**config.mk**
```make
export PLATFORM = sky130hd
export DESIGN_NAME = pixel_collector
export DESIGN_NICKNAME = d
export VERILOG_FILES = /design/src/rtl/mandel_pkg.sv /design/src/rtl/pixel_collector_iter_palette.sv /design/src/rtl/pixel_collector.sv
export SDC_FILE = /design/constraint.sdc
export NUM_CORES = 1
export LEC_CHECK = 0
export ABC_AREA = 1
export BUFFER_PORTS_ARGS = -buffer_cell sky130_fd_sc_hd__buf_2
export CAP_MARGIN = 20
export CORE_MARGIN = 3
export CORE_UTILIZATION = 45
export CTS_BUF_LIST = sky130_fd_sc_hd__clkbuf_8 sky130_fd_sc_hd__clkbuf_16
export DETAILED_ROUTE_END_ITERATION = 8
export GPL_TIMING_DRIVEN = 0
export PLACE_DENSITY = 0.68
export SYNTH_ARGS = -nofsm -noshare
export SYNTH_HDL_FRONTEND = slang
export SYNTH_SLANG_ARGS = --single-unit
```
**constraint.sdc**
```tcl
create_clock -name clk -period 21.4 [get_ports clk]
set_input_delay 3.21 -clock clk [delete_from_list [all_inputs] [get_ports clk]]
set_output_delay 3.21 -clock clk [all_outputs]
set_load 0.02 [all_outputs]
```
**src/rtl/mandel_pkg.sv**
```systemverilog
// -----------------------------------------------------------------------------
// mandel_pkg
//   Types and default dimensions shared by the coordinate distributor, the
//   iteration engines and the pixel collector.
//   Contents:
//     DEF_*              default screen size, engine count and iteration limits
//     rgb_t              24-bit packed pixel {r,g,b}
//     collector_state_e  pixel collector FSM states
//     grey_rgb()         replicate one 8-bit level onto all three channels
// -----------------------------------------------------------------------------
package mandel_pkg;

  localparam int DEF_PIXEL_DATA_WIDTH = 10;
  localparam int DEF_SCREEN_WIDTH     = 640;
  localparam int DEF_SCREEN_HEIGHT    = 480;
  localparam int DEF_NUM_ENGINES      = 30;
  localparam int DEF_ITER_WIDTH       = 8;
  localparam int DEF_MAX_ITER         = 255;

  typedef struct packed {
    logic [7:0] r;
    logic [7:0] g;
    logic [7:0] b;
  } rgb_t;

  typedef enum logic [0:0] {
    COLLECT = 1'b0,
    STREAM  = 1'b1
  } collector_state_e;

  function automatic rgb_t grey_rgb(input logic [7:0] level);
    rgb_t pix;
    pix.r = level;
    pix.g = level;
    pix.b = level;
    return pix;
  endfunction

endpackage

```
**src/rtl/pixel_collector_iter_palette.sv**
```systemverilog
// -----------------------------------------------------------------------------
// iter_palette
//   Maps an engine iteration count to an RGB colour. Points that reached
//   MAX_ITER are inside the set and are drawn black; every other count picks
//   one of 16 fixed colours using its low four bits, so the bands repeat.
//   Ports:
//     iter_i  in   ITER_WIDTH  iteration count
//     rgb_o   out  rgb_t       colour for that count (combinational)
// -----------------------------------------------------------------------------
module iter_palette
  import mandel_pkg::*;
#(
  parameter int ITER_WIDTH = DEF_ITER_WIDTH,
  parameter int MAX_ITER   = DEF_MAX_ITER
) (
  input  logic [ITER_WIDTH-1:0] iter_i,
  output rgb_t                  rgb_o
);

  localparam logic [ITER_WIDTH-1:0] INSIDE_ITER = ITER_WIDTH'(MAX_ITER);

  // Blue through cyan, green and yellow to red, ending on white.
  localparam logic [23:0] PALETTE [16] = '{
    24'h000080, 24'h0000FF, 24'h0040FF, 24'h0080FF,
    24'h00C0FF, 24'h00FFC0, 24'h00FF80, 24'h00FF40,
    24'h40FF00, 24'h80FF00, 24'hC0FF00, 24'hFFC000,
    24'hFF8000, 24'hFF4000, 24'hFF0000, 24'hFFFFFF
  };

  // Inside-set check takes priority over the banded table.
  always_comb begin
    rgb_o = '0;
    if (iter_i != INSIDE_ITER) begin
      rgb_o = rgb_t'(PALETTE[iter_i[3:0]]);
    end
  end

endmodule

```
**src/rtl/pixel_collector.sv**
```systemverilog
// -----------------------------------------------------------------------------
// pixel_collector
//   Waits for every iteration engine to report a finished pixel, latches the
//   whole batch, pulses fin_flag so the distributor advances and the engines
//   restart, then streams the batch out in raster order as valid/ready RGB
//   with start-of-frame and end-of-line markers.
//
//   Build option: define PIXEL_COLLECTOR_COLOUR_MAP_EN to colour pixels through
//   iter_palette (registered, prefetched one beat ahead). Without it the
//   top 8 bits of the iteration count are output as greyscale.
//
//   Ports:
//     clk        in   1                         system clock
//     reset      in   1                         synchronous, active-high
//     eng_done   in   NUM_ENGINES               per-engine result valid level
//     eng_iter   in   [ITER_WIDTH] x NUM_ENGINES iteration count per engine
//     fin_flag   out  1                         one-cycle "batch captured" pulse
//     out_data   out  24                        pixel {R,G,B}
//     out_valid  out  1                         stream valid
//     out_ready  in   1                         stream ready from sink
//     out_sof    out  1                         first pixel of the frame
//     out_eol    out  1                         last pixel of a line
// -----------------------------------------------------------------------------
module pixel_collector
  import mandel_pkg::*;
#(
  parameter int PIXEL_DATA_WIDTH = DEF_PIXEL_DATA_WIDTH,
  parameter int SCREEN_WIDTH     = DEF_SCREEN_WIDTH,
  parameter int SCREEN_HEIGHT    = DEF_SCREEN_HEIGHT,
  parameter int NUM_ENGINES      = DEF_NUM_ENGINES,
  parameter int ITER_WIDTH       = DEF_ITER_WIDTH,
  parameter int MAX_ITER         = DEF_MAX_ITER
) (
  input  logic                  clk,
  input  logic                  reset,
  input  logic [NUM_ENGINES-1:0] eng_done,
  input  logic [ITER_WIDTH-1:0] eng_iter [NUM_ENGINES],
  output logic                  fin_flag,
  output logic [23:0]           out_data,
  output logic                  out_valid,
  input  logic                  out_ready,
  output logic                  out_sof,
  output logic                  out_eol
);

  localparam int IDX_W = (NUM_ENGINES > 1) ? $clog2(NUM_ENGINES) : 1;
  localparam logic [IDX_W-1:0]            LAST_IDX = IDX_W'(NUM_ENGINES - 1);
  localparam logic [PIXEL_DATA_WIDTH-1:0] X_LAST   = PIXEL_DATA_WIDTH'(SCREEN_WIDTH - 1);
  localparam logic [PIXEL_DATA_WIDTH-1:0] Y_LAST   = PIXEL_DATA_WIDTH'(SCREEN_HEIGHT - 1);

  // The greyscale path takes the top byte of the count, and MAX_ITER must be
  // representable, so reject configurations that cannot work.
  if (ITER_WIDTH < 8) begin : g_bad_iter_width
    $error("pixel_collector: ITER_WIDTH must be at least 8");
  end
  if (MAX_ITER >= (1 << ITER_WIDTH)) begin : g_bad_max_iter
    $error("pixel_collector: MAX_ITER does not fit in ITER_WIDTH");
  end

  collector_state_e              state_q, state_d;
  logic [IDX_W-1:0]              beatIdx_q, beatIdx_d;
  logic [PIXEL_DATA_WIDTH-1:0]   x_q, x_d;
  logic [PIXEL_DATA_WIDTH-1:0]   y_q, y_d;
  logic                          fin_q;
  logic [ITER_WIDTH-1:0]         batchBuf_q [NUM_ENGINES];

  logic allDone;
  logic lastBeat;
  logic accept;
  logic capture;

  // A capture happens either from idle, or back-to-back when the final beat
  // of the current batch leaves in the same cycle the engines are all done;
  // the latter keeps the stream free of a bubble between batches.
  always_comb begin
    allDone  = &eng_done;
    lastBeat = (beatIdx_q == LAST_IDX);
    accept   = (state_q == STREAM) && out_ready;
    capture  = allDone && ((state_q == COLLECT) || (accept && lastBeat));
  end

  // Next-state logic for the FSM, beat index and raster position.
  always_comb begin
    state_d   = state_q;
    beatIdx_d = beatIdx_q;
    x_d       = x_q;
    y_d       = y_q;

    case (state_q)
      COLLECT: begin
        if (capture) begin
          state_d   = STREAM;
          beatIdx_d = '0;
        end
      end
      STREAM: begin
        if (accept) begin
          if (lastBeat) begin
            beatIdx_d = '0;
            state_d   = capture ? STREAM : COLLECT;
          end else begin
            beatIdx_d = beatIdx_q + 1'b1;
          end
        end
      end
      default: begin
        state_d   = COLLECT;
        beatIdx_d = '0;
      end
    endcase

    if (accept) begin
      if (x_q == X_LAST) begin
        x_d = '0;
        y_d = (y_q == Y_LAST) ? '0 : y_q + 1'b1;
      end else begin
        x_d = x_q + 1'b1;
      end
    end
  end

  // Control registers; reset can land mid-stream and abandons the batch.
  always_ff @(posedge clk) begin
    if (reset) begin
      state_q   <= COLLECT;
      beatIdx_q <= '0;
      x_q       <= '0;
      y_q       <= '0;
      fin_q     <= 1'b0;
    end else begin
      state_q   <= state_d;
      beatIdx_q <= beatIdx_d;
      x_q       <= x_d;
      y_q       <= y_d;
      fin_q     <= capture;
    end
  end

  // Capture buffer holds no meaningful value until the first capture, so it
  // is left out of reset.
  always_ff @(posedge clk) begin
    if (capture && !reset) begin
      for (int e = 0; e < NUM_ENGINES; e++) begin
        batchBuf_q[e] <= eng_iter[e];
      end
    end
  end

`ifdef PIXEL_COLLECTOR_COLOUR_MAP_EN
  // The palette output is registered, so the colour for the beat about to be
  // shown is looked up one cycle early: from the engine inputs at capture,
  // otherwise from the buffer slot after the one being accepted.
  logic [IDX_W-1:0]      nextIdx;
  logic [ITER_WIDTH-1:0] palIter;
  rgb_t                  palRgb;
  rgb_t                  pixData_q;

  always_comb begin
    nextIdx = lastBeat ? '0 : beatIdx_q + 1'b1;
    palIter = capture ? eng_iter[0] : batchBuf_q[nextIdx];
  end

  iter_palette #(
    .ITER_WIDTH (ITER_WIDTH),
    .MAX_ITER   (MAX_ITER)
  ) u_iter_palette (
    .iter_i (palIter),
    .rgb_o  (palRgb)
  );

  always_ff @(posedge clk) begin
    if (reset) begin
      pixData_q <= '0;
    end else if (capture || accept) begin
      pixData_q <= palRgb;
    end
  end

  assign out_data = out_valid ? pixData_q : '0;
`else
  assign out_data = out_valid ? grey_rgb(batchBuf_q[beatIdx_q][ITER_WIDTH-1 -: 8]) : '0;
`endif

  assign fin_flag  = fin_q;
  assign out_valid = (state_q == STREAM);
  assign out_sof   = out_valid && (x_q == '0) && (y_q == '0);
  assign out_eol   = out_valid && (x_q == X_LAST);

endmodule

```
==> results of run 1 <==
-- flip-flops by register name, indices dropped and copies added, names as in the netlist, named ones only --
| signal | flops |
|---|---|
| batchBuf_q | 240 |
| beatIdx_q | 5 |
| fin_flag | 1 |
| out_valid | 1 |
| x_q | 10 |
| y_q | 10 |
-- how the worst max path moves through the flow --
stage | from | end | slack (ns) | cells past startpoint
floorplan | out_ready | batchBuf_q[0][0] | 6.88 | 5
global placement | out_ready | batchBuf_q[10][5] | 2.84 | 6
detailed placement | out_ready | batchBuf_q[19][4] | 15.64 | 9
CTS | flop | out_data[19] | 15.23 | 10
global route | flop | out_data[19] | 15.06 | 10
finish | flop | out_data[19] | 15.28 | 10
-- kinds of logic (layout without fill, tap and decap cells) --
logic type / after synthesis / count (layout)
other: 0 / 4
XOR/XNOR: 6 / 6
flip-flops: 272 / 272
AO/OA/AOI/OAI: 56 / 56
adder cells (fa/ha/maj): 6 / 6
AND/OR/NAND/NOR: 633 / 633
buffers and inverters: 104 / 463
-- through the flow --
step	area (µm²)	utilization, %	setup slack (ns)
5_1_grt	14530	57.54	15.06
2_1_floorplan	11570	-	6.878
6_report	14530	57.54	15.28
4_1_cts	14520	57.50	15.23
3_3_place_gp	13480	53.36	2.844
3_5_place_dp	13620	53.95	15.64
-- cells in the mapped netlist (2+ instances only) --
master / number / share of area, %
nor2_1: 67 / 2.2
clkbuf_1: 10 / 0.32
clkinv_1: 4 / 0.13
xor2_1: 4 / 0.30
nand3_2: 3 / 0.26
nor4_1: 3 / 0.16
xnor2_1: 2 / 0.15
nand2_2: 4 / 0.22
nand4_1: 5 / 0.27
o21ai_0: 11 / 0.48
o21ai_1: 7 / 0.30
a21oi_1: 31 / 1.3
inv_1: 28 / 0.91
edfxtp_1: 240 / 62
buf_6: 6 / 0.58
nand3_1: 183 / 7.9
buf_4: 20 / 1.3
dfxtp_1: 32 / 5.5
nor3_1: 4 / 0.17
inv_4: 2 / 0.11
inv_2: 3 / 0.097
o21ai_2: 2 / 0.15
nand2_1: 355 / 12
buf_2: 29 / 1.3
ha_1: 6 / 0.65
-- cell type report --
| class | instances | area (µm²) | area share [%] |
|---|---|---|---|
| plain buffers | 66 | 404.1 | 2.781 |
| flip-flops and latches | 272 | 7848 | 54.00 |
| inverters | 38 | 152.6 | 1.050 |
| well taps | 330 | 412.9 | 2.841 |
| clock inverters | 21 | 118.9 | 0.8180 |
| repair buffers | 306 | 1637 | 11.26 |
| diodes | 4 | 10.01 | 0.06888 |
| multi-input cells | 701 | 3171 | 21.82 |
| clock buffers | 32 | 778.2 | 5.356 |
-- layer usage --
metal / vias up / share of wire (%) / track usage, %
met3: 54 / 7.8 / 4.832
li1: 4353 / - / -
met5: - / 0.20 / 0
met2: 387 / 49 / 40.77
met4: 10 / 2.3 / 5.093
met1: 4338 / 40 / 30.58
-- tightest hold or removal path, delay by kind of cell, from the launching register on --
| family | cells | cell delay (ns) |
|---|---|---|
| DFF | 1 | 0.32 |
| and+or+nand+nor | 1 | 0.07 |
| AOI/OAI and AO/OA | 1 | 0.05 |
-- placed cells by master (no fill, tap or decap), types with 5 or more instances in the layout --
cell / Yosys / final
a21oi_1: 31 / 31
buf_12: 0 / 7
buf_2: 29 / 328
buf_4: 20 / 20
buf_6: 6 / 6
clkbuf_1: 10 / 10
clkbuf_16: 0 / 30
clkinv_1: 4 / 7
clkinv_2: 0 / 8
dfxtp_1: 32 / 32
edfxtp_1: 240 / 240
ha_1: 6 / 6
inv_1: 28 / 36
nand2_1: 355 / 355
nand3_1: 183 / 183
nand4_1: 5 / 5
nor2_1: 67 / 66
o21ai_0: 11 / 11
o21ai_1: 7 / 7
-- power groups by stage --
stage	clock network, µW	logic [µW]	registers, µW
floorplan	0	17.4	589
global placement	0	51.1	589
finish	467	52.5	577
detailed placement	0	52.2	589
global route	499	57.0	577
CTS	475	52.5	577
==> impl_results.md, run 1 <==
- Yosys warns: 0
- Total track usage: 23.41%
- Worst path most repeated cell: nor2_1
- CTS resizes: 0
- WHS: 0.4896 ns
- Synth Area in Simple Gates: between 20% and 30%
- Post-Syn Area: 11570 µm²
- R2R Setup Slk: approximately 19 ns
- Starting Density: 45.80%
- Clock Path Buffers: 3
- Relative slew slack: 50.14%
- Post-Route WL: 33.54 mm
- CP Buf/Inv Count: 4
- H-tree depth: 1
- Fin Setup TNS: 0 ns
- Residual DRC: 0
- Comb pwr share: 4.8%
- Via/cell ratio: just over 5
- Chip Width: 166.3 µm
- Unique masters post-synth: 41
- Final hold vios: 0
- Fmax: 163.4 MHz
- Reg power frac: between 50% and 60%
- Top delay family on crit path: buffers and inverters
- # IOs: 301
- Worst hold-check path type: flop to flop
- LEAKAGE: 0.006027 µW
- HPWL Detailed: about 25 mm
- Synth-to-layout area growth: 25.62%
- Net Sw Frac: between 20% and 30%
- XOR/XNOR Fraction of Synth Area: less than 1%
- Crit path capture type: output port
- Row count: 58
- Clock latency at the later pin of the worst-skew pair: 0.53 ns
- Number of enable flip-flop cells after synthesis: 240
- Register area share after synthesis: 67.84%
- 1st-iter DRT viols: about 900
- Area of the core: 25250 µm²
- Max incr delay on CP: 0.55 ns
- WHS Endpoint: x_q[0]
- DR vias: 9142
- CP max FO: 10
- Pin count of the biggest net entering global routing: 37
- Crit-path cells: buf_2, clkbuf_1, a21oi_1, o21ai_1, a21oi_1, nor2_1, nor2_1, nor2_1, buf_4, buf_2
- Routability-driven placement congestion ratio: about 0.88
- CTS tree: built
- Main synth FF type: edfxtp_1
- Grt ovf: 0
- Fin crit period: ~6.1 ns
- Root Driver: clkbuf_16
- Cell count after synthesis: 1077
- WL/cell: 18.95 µm
- Count of non-filler cells in the finished layout: roughly 1800
- Main combinational cell family by area after synthesis: simple AND/OR/NAND/NOR gates
- Sink Count: 272
- Hold-critical path depth: 2
- RR Startpoint: out_valid
- Cells after DPL: 1713
- Die height: roughly 170 µm
- Initial antenna violation count: 9
- Critical setup path kind: flop to output port
- Post-synthesis compound-gate area fraction: 2.574%
- Setup-failing EPs final: 0
- Reg-to-reg endpoint: batchBuf_q[10][0]
- Die ar.: approximately 28000 µm²
- Final nets: 1693
- CP Data Required Time: approximately 18 ns
- First-pass GRT wire length: 49.86 mm
- Worst slew pin tran: about 0.75 ns
- Adder-Cell Fraction of Synth Area: 0.6490%
- Final Power: 1097 µW
- VDD IR max: 0.00006001 V
- Post-synthesis mux area share: 0%
- Fin. max-slew vios: 0
- Worst Reg2Reg Path Length in Cells: 8
- Critical-path top delay cell: clkbuf_1
- Vias in the first global route: about 9000
- Syn Area/Cell: 10.74 µm²
- P_sw: 224.1 µW
- Final period util: 28.59%
- Share of layout cells above drive strength 1: 29.67%
- Max Cap Violations: 0
- Clock slew at reported path FFs: 0.06 ns
- Hold buffer count at CTS: 0
- Syn Nets: 1356
- Final Skew: 0.01111 ns
- Clock power share: 42.6%
- Asr flop ratio synth: 0%
- Status: complete, no violations
- TritonCTS buffer count: 29
- Internal: roughly 870 µW
- PwrDens: 75.50 nW/µm²
- Seq cells post-synth: between 200 and 300
- CP arrival: 2.91 ns
- FILL cells: 2155
- Post-CTS Setup Bufs: 0
- Pre-antenna DRT Iters: 5
- Port buffer count: 299
- Unrepaired setup endpoints after global routing: false
- Min-delay src: x_q[0]
- Critical Path Source Type: flop
- Antenna-violating nets left: 0
No activity file was read; power rests on OpenSTA's default activity.
==> inputs of run 2 (changes only) <==
--- a/config.mk
+++ b/config.mk
@@ -5,7 +5,7 @@
 export SDC_FILE = /design/constraint.sdc
 export NUM_CORES = 1
 export LEC_CHECK = 0
-export ABC_AREA = 1
+export ABC_AREA = 0
 export BUFFER_PORTS_ARGS = -buffer_cell sky130_fd_sc_hd__buf_2
 export CAP_MARGIN = 20
 export CORE_MARGIN = 3
==> constraint.sdc (replaced) <==
create_clock -name clk -period 6.2 [get_ports clk]
set_input_delay 0.93 -clock clk [delete_from_list [all_inputs] [get_ports clk]]
set_output_delay 0.93 -clock clk [all_outputs]
set_load 0.02 [all_outputs]
==> impl_results.md, run 2 <==
- 1st-iter DRT viols: 513 (was 905)
- Post-CTS Setup Bufs: 0 (unchanged)
- Max Cap Violations: 0 (unchanged)
- Leading area contributor after synthesis: edfxtp_1 (unchanged)
- Clock power share: 42.5% (was 42.6%)
- Final period util: 68.46%
- DR vias: 6798 (was 9142)
- LEAKAGE: 0.005277 µW (was 0.006027 µW)
- Relative slew slack: 41.12% (was 50.14%)
- Syn Nets: 894 (was 1356)
- Chip Width: 162.9 µm (was 166.3 µm)
- Syn Area/Cell: 18.01 µm² (was 10.74 µm²)
- Biggest regs: batchBuf_q x240, x_q x10, y_q x10 (unchanged)
- PwrDens: 255.7 nW/µm² (was 75.50 nW/µm²)
- Net Sw Frac: 19.49% (was 20.43%)
- Die height: 162.9 µm (was 166.3 µm)
- Main synth FF type: edfxtp_1 (unchanged)
- P_sw: 706.0 µW (was 224.1 µW)
- Synth-to-layout area growth: 27.94% (was 25.62%)
- Share of the synthesized area in the top cell type: 65.08% (was 62.30%)
- Clock slew at reported path FFs: 0.06 ns (about the same)
- Seq cells post-synth: 272 (unchanged)
- Most common cell after layout, fill and taps aside: buf_2 (was nand2_1)
- Setup-failing EPs final: 0 (unchanged)
- Fin Setup TNS: 0 ns (unchanged)
- Clock latency at the later pin of the worst-skew pair: 0.54 ns (was 0.53 ns)
- Pin count of the biggest net entering global routing: 23 (was 37)
- Fin crit period: between 4 and 5 ns
- WL/cell: 20.20 µm (was 18.95 µm)
- Synth cell count leaders: 240 x edfxtp_1, 32 x dfxtp_1, 32 x mux4_2, 28 x mux2i_1, 27 x nand2_1 (was 355 x nand2_1, 240 x edfxtp_1, 183 x nand3_1, 67 x nor2_1, 32 x dfxtp_1)
- Critical Path Source Type: flop (unchanged)
- CP Data Required Time: 5.27 ns (was 18.19 ns)
- Crit-path cells: clkbuf_1, clkbuf_1, nand2_1, o211ai_1, o21ai_0, a221oi_1, buf_4, buf_2 (was buf_2, clkbuf_1, a21oi_1, o21ai_1, a21oi_1, nor2_1, nor2_1, nor2_1, buf_4, buf_2)
- Comb pwr share: 2.6% (was 4.8%)
- Pre-antenna DRT Iters: 5 (unchanged)
- Reg power frac: 54.9% (was 52.6%)
- H-tree depth: 1 (unchanged)
- Count of non-filler cells in the finished layout: 1309 (was 1770)
- Top reg by flops: batchBuf_q (unchanged)
- Area of the core: 23820 µm² (was 25250 µm²)
- Via/cell ratio: 5.193 (was 5.165)
- Unique masters post-synth: 55 (was 41)
- Register area share after synthesis: 70.86% (was 67.84%)
- Worst slew pin tran: 0.8722 ns (was 0.7461 ns)
- Vias in the first global route: 6873 (was 8794)
- CP arrival: 3.31 ns (was 2.91 ns)
- Critical setup path kind: flop to output port (unchanged)
- Die ar.: 26530 µm² (was 27670 µm²)
- TritonCTS buffer count: 28 (was 29)
- Final nets: 1238 (was 1693)
- Root Driver: clkbuf_16 (unchanged)
- Residual DRC: 0 (unchanged)
- Cell count after synthesis: 615 (was 1077)
- Critical-path top delay cell: a221oi_1 (was clkbuf_1)
- Clock Path Buffers: 3 (unchanged)
- Port buffer count: 300 (was 299)
- Total track usage: 19.57% (was 23.41%)
- # IOs: 301 (unchanged)
- Row count: 56 (was 58)
- CTS tree: built (unchanged)
- Status: complete, no violations (unchanged)
- Fin. max-slew vios: 0 (unchanged)
- Final Skew: 0.007820 ns (was 0.01111 ns)
- Starting Density: 46.49% (was 45.80%)
- Most frequent cell after synthesis: edfxtp_1 (was nand2_1)
- Antenna-violating nets left: 0 (unchanged)
- Max incr delay on CP: 0.69 ns (was 0.55 ns)
- CTS resizes: 0 (unchanged)
- VDD IR max: 0.0001995 V (was 0.00006001 V)
- Routability-driven placement congestion ratio: 0.8176 (was 0.8792)
- Crit path capture type: output port (unchanged)
- Fmax: 235.6 MHz
- First-pass GRT wire length: 39.14 mm (was 49.86 mm)
- Max FFs per register: 240 (unchanged)
- Worst hold-check path type: flop to flop (unchanged)
- Top delay family on crit path: buffers and inverters (unchanged)
- Initial antenna violation count: 15 (was 9)
- Worst path most repeated cell: clkbuf_1 (was nor2_1)
- Grt ovf: 0 (unchanged)
- CP Buf/Inv Count: 4 (unchanged)
- Yosys warns: 0 (unchanged)
- WHS: 0.4932 ns (was 0.4896 ns)
- Asr flop ratio synth: 0% (unchanged)
- Synth area leaders: edfxtp_1 65%, mux4_2 6.5%, dfxtp_1 5.8% (was edfxtp_1 62%, nand2_1 12%, nand3_1 7.9%)
- Cells after DPL: 1248 (was 1713)
- Internal: 2916 µW (was 873.0 µW)
- Share of layout cells above drive strength 1: 44.44% (was 29.67%)
- Most frequent cells in the layout: 304 x buf_2, 240 x edfxtp_1, 32 x mux4_2, 32 x dfxtp_1 (was 355 x nand2_1, 328 x buf_2, 240 x edfxtp_1)
- Post-Route WL: 26.44 mm (was 33.54 mm)
- Hold buffer count at CTS: 0 (unchanged)
- Number of enable flip-flop cells after synthesis: 240 (unchanged)
- CP max FO: 10 (unchanged)
- Sink Count: 272 (unchanged)
- Final hold vios: 0 (unchanged)
- Post-Syn Area: 11070 µm² (was 11570 µm²)
- Unrepaired setup endpoints after global routing: false (unchanged)
- HPWL Detailed: 20.14 mm (was 25.18 mm)
-- run 2: layout make-up --
type	count	area [µm²]
Timing Repair Buffer	314	1795
Tap cell	319	399.1
Inverter	10	37.54
Clock inverter	24	152.6
Antenna cell	9	22.52
Multi-Input combinational cell	289	2874
Clock buffer	28	700.7
Sequential cell	272	7848
Buffer	44	339.1
Fill cell	1865	9654
-- run 2: through the flow --
stage / setup slack, ns / area (µm²) / total power, µW / util [%]
global route: 1.782 / 14170 / 3752 / 59.47
finish: 1.955 / 14170 / 3622 / 59.47
detailed placement: 2.519 / 13290 / 2122 / 55.80
global placement: -4.182 / 13000 / 2121 / 54.56
floorplan: -1.790 / 11100 / 2035 / -
CTS: 1.975 / 14150 / 3662 / 59.38
-- run 2: cells by family (layout without fill, tap and decap cells) --
family	after synthesis	after routing	share of synthesized area, %
adders and majority gates	6	6	0.6779
AOI/OAI and AO/OA	62	62	4.305
muxes	86	86	13.85
xor gates and xnor gates	11	11	0.8699
DFF	272	272	70.86
and+or+nand+nor	124	124	6.033
buffers and inverters	54	420	3.401
other	0	9	0
-- run 2: routing by layer --
| metal | track usage [%] | vias to the layer above | wire length [µm] | part of all wire [%] |
|---|---|---|---|---|
| met3 | 5.036 | 62 | 1885 | 7.1 |
| met2 | 31.60 | 247 | 12880 | 49 |
| met5 | 0 | - | 64 | 0.24 |
| met1 | 26.33 | 3275 | 10860 | 41 |
| li1 | - | 3202 | - | - |
| met4 | 6.113 | 12 | 739 | 2.8 |
-- run 2: power by group through the flow --
stage	clock [µW]	combinational (µW)	sequential, µW
2_1_floorplan	0	5.97	2030
3_3_place_gp	0	91.9	2030
3_5_place_dp	0	92.9	2030
4_1_cts	1580	93.7	1990
5_1_grt	1660	104	1990
6_report	1540	93.0	1990
-- run 2: path summary, 6_finish.rpt --
check | startpoint | endpoint | slack (ns) | cells after the start
worst max-delay path | flop | out_data[14] | 1.96 | 8
worst min-delay path | y_q[9] | y_q[9] | 0.49 | 1
worst max register to register | beatIdx_q[0] | batchBuf_q[11][5] | 3.31 | 9
worst min register to register | y_q[9] | y_q[9] | 0.49 | 1
==> inputs of run 3 (changes only) <==
==> constraint.sdc (replaced) <==
create_clock -name clk -period 4 [get_ports clk]
set_input_delay 0.6 -clock clk [delete_from_list [all_inputs] [get_ports clk]]
set_output_delay 0.6 -clock clk [all_outputs]
set_load 0.02 [all_outputs]
==> impl_results.md, run 3 (synthesis results as in run 2) <==
- Status: complete, no violations (unchanged)
- Sink Count: 272 (unchanged)
- Max FFs per register: 240 (unchanged)
- Pin count of the biggest net entering global routing: 23 (unchanged)
- Biggest regs: batchBuf_q x240, x_q x10, y_q x10 (unchanged)
- CP arrival: 3.13 ns (was 3.31 ns)
- Root Driver: clkbuf_16 (unchanged)
- Grt ovf: 0 (unchanged)
- Crit-path cells: clkbuf_1, clkbuf_2, nand2_1, o211ai_1, o21ai_0, a221oi_1, buf_4, buf_2 (was clkbuf_1, clkbuf_1, nand2_1, o211ai_1, o21ai_0, a221oi_1, buf_4, buf_2)
- Post-layout util: 59.48% (was 59.47%)
- WL/cell: 20.19 µm (was 20.20 µm)
- Crit path capture type: output port (unchanged)
- Most frequent cells in the layout: 304 x buf_2, 240 x edfxtp_1, 32 x mux4_2, 32 x dfxtp_1 (unchanged)
- Post-Route WL: 26.44 mm (about the same)
- CP Depth: 8 (unchanged)
- Die ar.: 26530 µm² (unchanged)
- Final nets: 1238 (unchanged)
- CTS tree: built (unchanged)
- Final hold vios: 0 (unchanged)
- Residual DRC: 0 (unchanged)
- Starting Density: 46.49% (unchanged)
- First-pass GRT wire length: 39.14 mm (unchanged)
- Routability-driven placement congestion ratio: 0.8176 (unchanged)
- Pre-CTS setup slack: 0.6487 ns (was 2.519 ns)
- Top reg by flops: batchBuf_q (unchanged)
- TritonCTS buffer count: 28 (unchanged)
- Share of layout cells above drive strength 1: 44.55% (was 44.44%)
- Max incr delay on CP: 0.67 ns (was 0.69 ns)
- Fmax: around 270 MHz
- Fin. max-slew vios: 0 (unchanged)
- Area of the core: 23820 µm² (unchanged)
- Clock latency at the later pin of the worst-skew pair: 0.54 ns (about the same)
- Relative slew slack: 41.12% (unchanged)
- CP max FO: 10 (unchanged)
- Initial antenna violation count: 15 (unchanged)
- Clock Path Buffers: 3 (unchanged)
- Critical setup path kind: flop to output port (unchanged)
- Critical Path Source Type: flop (unchanged)
- Fin crit period: roughly 3.7 ns
- Clock slew at reported path FFs: 0.06 ns (about the same)
- DR vias: 6777 (was 6798)
- VDD IR max: 0.0003093 V (was 0.0001995 V)
- PwrDens: 396.3 nW/µm² (was 255.7 nW/µm²)
- Worst slew pin tran: 0.8722 ns (unchanged)
- Chip Width: 162.9 µm (unchanged)
- Row count: 56 (unchanged)
- Most common cell after layout, fill and taps aside: buf_2 (unchanged)
- Post-CTS Setup Bufs: 0 (unchanged)
- Setup-failing EPs final: 0 (unchanged)
- Critical-path top delay cell: a221oi_1 (unchanged)
- R2R Setup Slk: 1.11 ns (was 3.31 ns)
- Vias in the first global route: 6873 (unchanged)
- Sequential cell area: 7848 µm² (unchanged)
- Reg-to-reg endpoint: batchBuf_q[11][5] (unchanged)
- Die height: 162.9 µm (unchanged)
- Setup ws final: 0.2744 ns (was 1.955 ns)
- Worst Reg2Reg Path Length in Cells: 9 (unchanged)
- Unrepaired setup endpoints after global routing: false (unchanged)
- Max Cap Violations: 0 (unchanged)
- Synth-to-layout area growth: 27.95% (was 27.94%)
- Pre-antenna DRT Iters: 5 (unchanged)
- Multi-input gate area: 2874 µm² (unchanged)
- Final period util: 93.14%
- CP Data Required Time: 3.40 ns (was 5.27 ns)
- Via/cell ratio: 5.177 (was 5.193)
- LEAKAGE: 0.005280 µW (was 0.005277 µW)
- Port buffer count: 300 (unchanged)
- Hold-critical path depth: 1 (unchanged)
- RR Startpoint: beatIdx_q[0] (unchanged)
- 1st-iter DRT viols: 513 (unchanged)
- Final Skew: 0.007820 ns (about the same)
- Worst hold-check path type: input port to flop (was flop to flop)
- H-tree depth: 1 (unchanged)
- Antenna-violating nets left: 0 (unchanged)
- FILL cells: 1867 (was 1865)
- Top delay family on crit path: buffers and inverters (unchanged)
- Worst Setup EP: out_data[14] (unchanged)
- # IOs: 301 (unchanged)
- CP Buf/Inv Count: 4 (unchanged)
- Total track usage: 19.57% (unchanged)
- HPWL Detailed: 20.14 mm (unchanged)
-- run 3: cell type report --
| class | instances | share of cell area, % |
|---|---|---|
| clock buffers | 28 | 4.945 |
| flip-flops and latches | 272 | 55.38 |
| plain buffers | 44 | 2.402 |
| well taps | 319 | 2.817 |
| diodes | 9 | 0.1589 |
| multi-input cells | 289 | 20.28 |
| inverters | 10 | 0.2649 |
| repair buffers | 314 | 12.67 |
| clock inverters | 24 | 1.077 |
-- run 3: what timing repair did --
action,4_1_cts,5_1_grt
gates resized for setup,0,2
hold buffers,0,0
endpoints found under the setup margin,0,3
-- run 3: worst min-delay path by stage --
stage | startpoint | end | slack [ns]
6_report | eng_iter[60] | batchBuf_q[22][4] | 0.23
3_5_place_dp | y_q[9] | y_q[9] | 0.48
4_1_cts | eng_iter[51] | batchBuf_q[23][3] | 0.21
2_1_floorplan | y_q[9] | y_q[9] | 0.45
5_1_grt | eng_iter[1] | batchBuf_q[29][1] | 0.20
3_3_place_gp | y_q[9] | y_q[9] | 0.47
-- run 3: power breakdown --
group	total [µW]	internal [µW]	switching, µW
clock	2390	1340	1050
sequential	3080	3080	0.000000974
combinational	144	94.7	49.5
-- run 3: layer usage --
metal	vias to the layer above	global-route usage [%]	wire, µm
met5	-	0	64
met4	12	6.113	734
met3	60	5.036	1841
met2	232	31.60	12880
met1	3272	26.33	10920
li1	3201	-	-
-- run 3: metrics by stage --
stage	cells	TNS, ns	cell area, µm²	power [µW]	hold slack [ns]
after floorplan	615	-878.48	11100	3155	0.4513
after global placement	1234	-1449.28	13000	3287	0.4702
after detailed placement	1248	0	13290	3289	0.4766
after CTS	1300	0	14150	5676	0.2103
after global routing	1309	0	14170	5815	0.2047
final	1309	0	14170	5615	0.2347
